**src/rtl/dfm_regbank.sv**
```systemverilog
// Multi-channel config register bank: full-word staging, read-safe commit to shadow, 1-cycle registered byte read port.
// Latency: writes/commits visible on the next edge, reads valid one cycle after request. Optional macro: REGBANK_DEFER_COMMIT_EN.
// Backpressure: none; a commit during a read session is deferred (macro defined) or dropped with an error pulse (default).
module dfm_regbank #(
    parameter int          CH_NUM                  = 2,
    parameter int          CH_BYTES                = 8,
    parameter logic [31:0] DEFAULT_GATE_TIME_SHIFT = 32'h0000_0000,
    parameter logic [31:0] DEFAULT_GATE_TIME_TOTAL = 32'h0000_0000,
    localparam int         ADDR_W                  = $clog2(8 + CH_NUM*CH_BYTES),
    localparam int         CH_W                    = (CH_NUM > 1) ? $clog2(CH_NUM) : 1
) (
    input  logic                           clk_i,
    input  logic                           rst_n_i,
    input  logic                           reg_wr_en_i,
    input  logic [CH_W-1:0]                reg_wr_ch_i,
    input  logic [CH_BYTES*8-1:0]          reg_wr_data_i,
    input  logic                           reg_commit_i,
    input  logic                           reg_rd_en_i,
    input  logic [ADDR_W-1:0]              reg_rd_addr_i,
    output logic [7:0]                     reg_rd_data_o,
    output logic                           reg_rd_valid_o,
    output logic [CH_NUM-1:0]              reg_dirty_o,
    output logic                           reg_commit_pend_o,
    output logic                           reg_commit_err_o,
    output logic [CH_NUM*CH_BYTES*8-1:0]   reg_shadow_o
);

    localparam int WORD_W    = CH_BYTES*8;
    localparam int TOT_BYTES = CH_NUM*CH_BYTES;

    logic [WORD_W-1:0]        r_stage [CH_NUM];
    logic [TOT_BYTES*8-1:0]   r_shadow;
    logic [CH_NUM-1:0]        r_dirty;
    logic [7:0]               r_rd_data;
    logic                     r_rd_valid;
    logic [CH_NUM-1:0]        w_wr_hit;
    logic                     w_commit;
    logic [7:0]               w_rd_byte;

    // Out-of-range channel numbers match no channel, so such writes vanish.
    always_comb begin
        w_wr_hit = '0;
        for (int c = 0; c < CH_NUM; c++) begin
            if (reg_wr_en_i && (reg_wr_ch_i == CH_W'(c))) begin
                w_wr_hit[c] = 1'b1;
            end
        end
    end

`ifdef REGBANK_DEFER_COMMIT_EN
    typedef enum logic {ST_IDLE, ST_PEND} state_t;
    state_t r_state;
    state_t w_state_nxt;

    always_ff @(posedge clk_i or negedge rst_n_i) begin
        if (!rst_n_i) begin
            r_state <= ST_IDLE;
        end else begin
            r_state <= w_state_nxt;
        end
    end

    // Commits arriving while PEND merge into the one already waiting.
    always_comb begin
        w_state_nxt = r_state;
        w_commit    = 1'b0;
        case (r_state)
            ST_IDLE: begin
                if (reg_commit_i) begin
                    if (reg_rd_en_i) begin
                        w_state_nxt = ST_PEND;
                    end else begin
                        w_commit = 1'b1;
                    end
                end
            end
            ST_PEND: begin
                if (!reg_rd_en_i) begin
                    w_commit    = 1'b1;
                    w_state_nxt = ST_IDLE;
                end
            end
            default: w_state_nxt = ST_IDLE;
        endcase
    end

    assign reg_commit_pend_o = (r_state == ST_PEND);
    assign reg_commit_err_o  = 1'b0;
`else
    logic r_commit_err;

    assign w_commit = reg_commit_i && !reg_rd_en_i;

    always_ff @(posedge clk_i or negedge rst_n_i) begin
        if (!rst_n_i) begin
            r_commit_err <= 1'b0;
        end else begin
            r_commit_err <= reg_commit_i && reg_rd_en_i;
        end
    end

    assign reg_commit_pend_o = 1'b0;
    assign reg_commit_err_o  = r_commit_err;
`endif

    // Shadow copies the pre-edge staging, so a same-cycle write stays dirty.
    always_ff @(posedge clk_i or negedge rst_n_i) begin
        if (!rst_n_i) begin
            for (int c = 0; c < CH_NUM; c++) begin
                r_stage[c] <= '0;
            end
            r_shadow <= '0;
            r_dirty  <= '0;
        end else begin
            for (int c = 0; c < CH_NUM; c++) begin
                if (w_wr_hit[c]) begin
                    r_stage[c] <= reg_wr_data_i;
                end
            end
            if (w_commit) begin
                for (int c = 0; c < CH_NUM; c++) begin
                    r_shadow[c*WORD_W +: WORD_W] <= r_stage[c];
                end
                r_dirty <= w_wr_hit;
            end else begin
                r_dirty <= r_dirty | w_wr_hit;
            end
        end
    end

    always_comb begin
        w_rd_byte = 8'h00;
        for (int i = 0; i < 4; i++) begin
            if (reg_rd_addr_i == ADDR_W'(i)) w_rd_byte = DEFAULT_GATE_TIME_SHIFT[i*8 +: 8];
            if (reg_rd_addr_i == ADDR_W'(i + 4)) w_rd_byte = DEFAULT_GATE_TIME_TOTAL[i*8 +: 8];
        end
        for (int i = 0; i < TOT_BYTES; i++) begin
            if (reg_rd_addr_i == ADDR_W'(i + 8)) w_rd_byte = r_shadow[i*8 +: 8];
        end
    end

    always_ff @(posedge clk_i or negedge rst_n_i) begin
        if (!rst_n_i) begin
            r_rd_data  <= 8'h00;
            r_rd_valid <= 1'b0;
        end else begin
            r_rd_valid <= reg_rd_en_i;
            if (reg_rd_en_i) begin
                r_rd_data <= w_rd_byte;
            end
        end
    end

    assign reg_rd_data_o  = r_rd_data;
    assign reg_rd_valid_o = r_rd_valid;
    assign reg_dirty_o    = r_dirty;
    assign reg_shadow_o   = r_shadow;

endmodule

```
**config.mk**
```make
export PLATFORM = sky130hd
export DESIGN_NAME = dfm_regbank
export DESIGN_NICKNAME = d
export VERILOG_FILES = /design/src/rtl/dfm_regbank.sv
export SDC_FILE = /design/constraint.sdc
export NUM_CORES = 1
export LEC_CHECK = 0
export ABC_AREA = 1
export CORE_MARGIN = 2
export CORE_UTILIZATION = 45
export DETAILED_ROUTE_END_ITERATION = 7
export PLACE_DENSITY = 0.83
export SLEW_MARGIN = 25
export SYNTH_ARGS = -nofsm -noshare
export SYNTH_HDL_FRONTEND = slang
export SYNTH_SLANG_ARGS = --single-unit
```
**constraint.sdc**
```tcl
create_clock -name clk_i -period 1.7 [get_ports clk_i]
set_clock_uncertainty 0.05 [all_clocks]
set_input_delay 0.34 -clock clk_i [delete_from_list [all_inputs] [get_ports clk_i]]
set_output_delay 0.34 -clock clk_i [all_outputs]
set_load 0.02 [all_outputs]
```
==> impl_metrics.env <==
export IMPL_p_per_area_nw_per_um2=1223
export IMPL_critical_path_max_stage_delay_ns=0.44
export IMPL_first_pass_iters=5
export IMPL_cp_num_buf_inv=1
export IMPL_cp_cell_sequence="clkdlybuf4s15_1"
export IMPL_cp_top_family="flip-flops"
export IMPL_r2r_start="reg_shadow_o[13]$_DFFE_PN0P_"
export IMPL_syn_area_um2=10930
export IMPL_dieHeight_um=159.9
export IMPL_fin_crit_sh_pct=99.49
export IMPL_wl_per_cell_um=19.36
export IMPL_fp_coreArea_um2=24110
export IMPL_diodes=0
export IMPL_yosysTopAreaCellShare_pct=61.34
export IMPL_worstPathRequired_ns=1.31
export IMPL_num_nets_final=1433
export IMPL_hold_violations=0
export IMPL_cts_clk_slew_worst_paths_ns=0.07
export IMPL_cts_buffers=26
export IMPL_area_growth_pct=34.06
export IMPL_worst_path_max_delay_cell="dfrtp_1"
export IMPL_fin_cells=1700
export IMPL_grt_max_degree=63
export IMPL_clock_sinks=268
export IMPL_layout_drive_gt1_share_pct=20.49
export IMPL_netlist_instances=1099
export IMPL_cts_max_level=1
export IMPL_clockRootBuffer="clkbuf_16"
export IMPL_hpwl_mm=24.55
export IMPL_crit_reg2reg_capture="reg_rd_data_o[5]$_DFFE_PN0P_"
export IMPL_p_leak_nw=7.244
export IMPL_pin_count=216
export IMPL_slew_violations=0
export IMPL_routed_wirelength_mm=32.91
export IMPL_overflow=0
export IMPL_critPathLaunchType="flop"
export IMPL_insertion_delay_ns=0.53
export IMPL_final_cell_mix="dfrtp_1 (266), nand2_1 (252), o21ai_0 (135)"
export IMPL_status="finished, final reports clean"
export IMPL_cts_tree="built"
export IMPL_syn_nets=1174
export IMPL_antenna_found_initial=0
export IMPL_ir_drop_v=0.0006008
export IMPL_fp_row_count=57
export IMPL_grt_pass1_vias=8862
export IMPL_place_inst=1649
export IMPL_syn_mean_instance_area_um2=9.948
export IMPL_nFillCells=2027
export IMPL_drt_iter0_markers=661
export IMPL_crit_type="reg2out"
export IMPL_path_max_fanout=3
export IMPL_drv_cap=0
export IMPL_portBuffers=214
export IMPL_fmax_ghz=0.5913
export IMPL_synth_seq_cells=268
export IMPL_start_util_pct=45.35
export IMPL_reg2reg_depth=10
export IMPL_clockBufferDepth=3
export IMPL_yosysSeqAreaShare_pct=61.34
export IMPL_antenna_left=0
export IMPL_setup_violations=0
export IMPL_min_period_ns=1.691
export IMPL_arrival_ns=1.30
export IMPL_routabilityCongestion=0.9209
export IMPL_vias=8789
export IMPL_synth_area_leaders="dfrtp_1 (61%), mux2_2 (9.9%), nand2_1 (9.0%)"
export IMPL_fp_dieW_um=159.9
export IMPL_regToRegSetupSlack_ns=0.009
export IMPL_drc=0
export IMPL_vias_per_cell=5.170
export IMPL_worst_hold_path_type="in2async"
export IMPL_ys_types=20
export IMPL_grt_pass1_wl_mm=51.41
export IMPL_end_kind="output port"
export IMPL_gr_usage_all_layers_pct=25.81
export IMPL_synth_warnings=0
export IMPL_grt_setup_unrepaired="yes"
export IMPL_tns_ns=0
export IMPL_final_common_cell="dfrtp_1"
export IMPL_synth_top_cell_by_area="dfrtp_1"
export IMPL_die_area_um2=25560
[report_power, final]
group,total (W),switching (W),internal [W],leakage (nW)
combinational,0.00368,0.00211,0.00157,3.53
sequential,0.00838,0.000974,0.00741,3.29
clock,0.00587,0.00243,0.00344,0.427
[final cells by class]
class / count / area [um2] / area share (%)
clock inverter: 12 / 141.4 / 0.9647
inverter: 118 / 442.9 / 3.022
clock buffer: 34 / 721.9 / 4.926
sequential: 268 / 6709 / 45.77
tap: 324 / 405.4 / 2.766
multi-input combinational: 664 / 3679 / 25.10
timing repair buffer: 280 / 2557 / 17.45
[per-stage QoR]
stage               setup slack (ns)  power, W  cell area (um2)  util (%)  hold WS [ns]
finish                      0.008684   0.01793            14660     60.80        0.2683
global route                -0.08786   0.01863            14660     60.80        0.2959
CTS                        0.0004314   0.01799            14700     60.97        0.2688
detailed placement           -0.8568   0.01255            13900     57.65        0.2219
global placement             -0.7335   0.01242            13900     57.65        0.2199
floorplan                     0.1159   0.01000            10930         -     -0.005591
[synth_stat cells]
| master | number |
|---|---|
| nor2_1 | 78 |
| dfrtp_1 | 268 |
| a21oi_1 | 47 |
| nand3_2 | 2 |
| buf_2 | 16 |
| nor3_2 | 4 |
| nor2_4 | 2 |
| nor3_1 | 5 |
| conb_1 | 1 |
| inv_2 | 6 |
| buf_1 | 1 |
| nand2_1 | 261 |
| clkbuf_1 | 31 |
| mux2_2 | 96 |
| nand4_1 | 24 |
| nand3_1 | 5 |
| inv_1 | 112 |
| o21ai_0 | 135 |
| nor2_2 | 4 |
| buf_4 | 1 |
[how the worst max path moves through the flow]
stage                                  from                      endpoint  slack (ns)  cells after the start
6_report       reg_shadow_o[41]$_DFFE_PN0P_              reg_shadow_o[41]       0.009                      1
5_1_grt         reg_shadow_o[0]$_DFFE_PN0P_  reg_rd_data_o[0]$_DFFE_PN0P_       -0.09                     10
4_1_cts         reg_shadow_o[3]$_DFFE_PN0P_  reg_rd_data_o[3]$_DFFE_PN0P_      0.0004                     10
3_5_place_dp               reg_rd_addr_i[2]  reg_rd_data_o[1]$_DFFE_PN0P_       -0.86                     14
3_3_place_gp               reg_rd_addr_i[2]  reg_rd_data_o[5]$_DFFE_PN0P_       -0.73                     14
2_1_floorplan              reg_rd_addr_i[4]  reg_rd_data_o[0]$_DFFE_PN0P_        0.12                     11
[registers in the layout, summed over array words and instances (netlist names)]
| name | count |
|---|---|
| reg_commit_err_o | 1 |
| reg_rd_data_o | 8 |
| reg_rd_valid_o | 1 |
| reg_shadow_o | 128 |
| r_stage | 128 |
| reg_dirty_o | 2 |
[per-layer routing]
metal,vias to the layer above,global-route usage [%],wire length (um)
met4,0,6.102,711
met5,-,0,0
li1,4045,-,-
met2,355,43.07,16160
met3,52,3.818,2097
met1,4337,36.04,13940
[cell families (layout without fill, tap and decap cells)]
family,count (synthesis),after routing,synth area share [%]
AO/OA/AOI/OAI,182,182,8.331
buffers and inverters,167,444,5.951
multiplexers,96,96,9.888
AND/OR/NAND/NOR,385,385,14.45
other,1,1,0.03430
flip-flops,268,268,61.34
[timing repair]
action / 4_1_cts / 5_1_grt
resized for setup: 213 / 81
endpoints found under the setup margin: 147 / 64
pin swaps: 1 / 7
buffers inserted: 1 / 3
hold buffers: 1 / 0
hold endpoints to repair: 38 / 0
No activity file was read; power rests on OpenSTA's default activity.
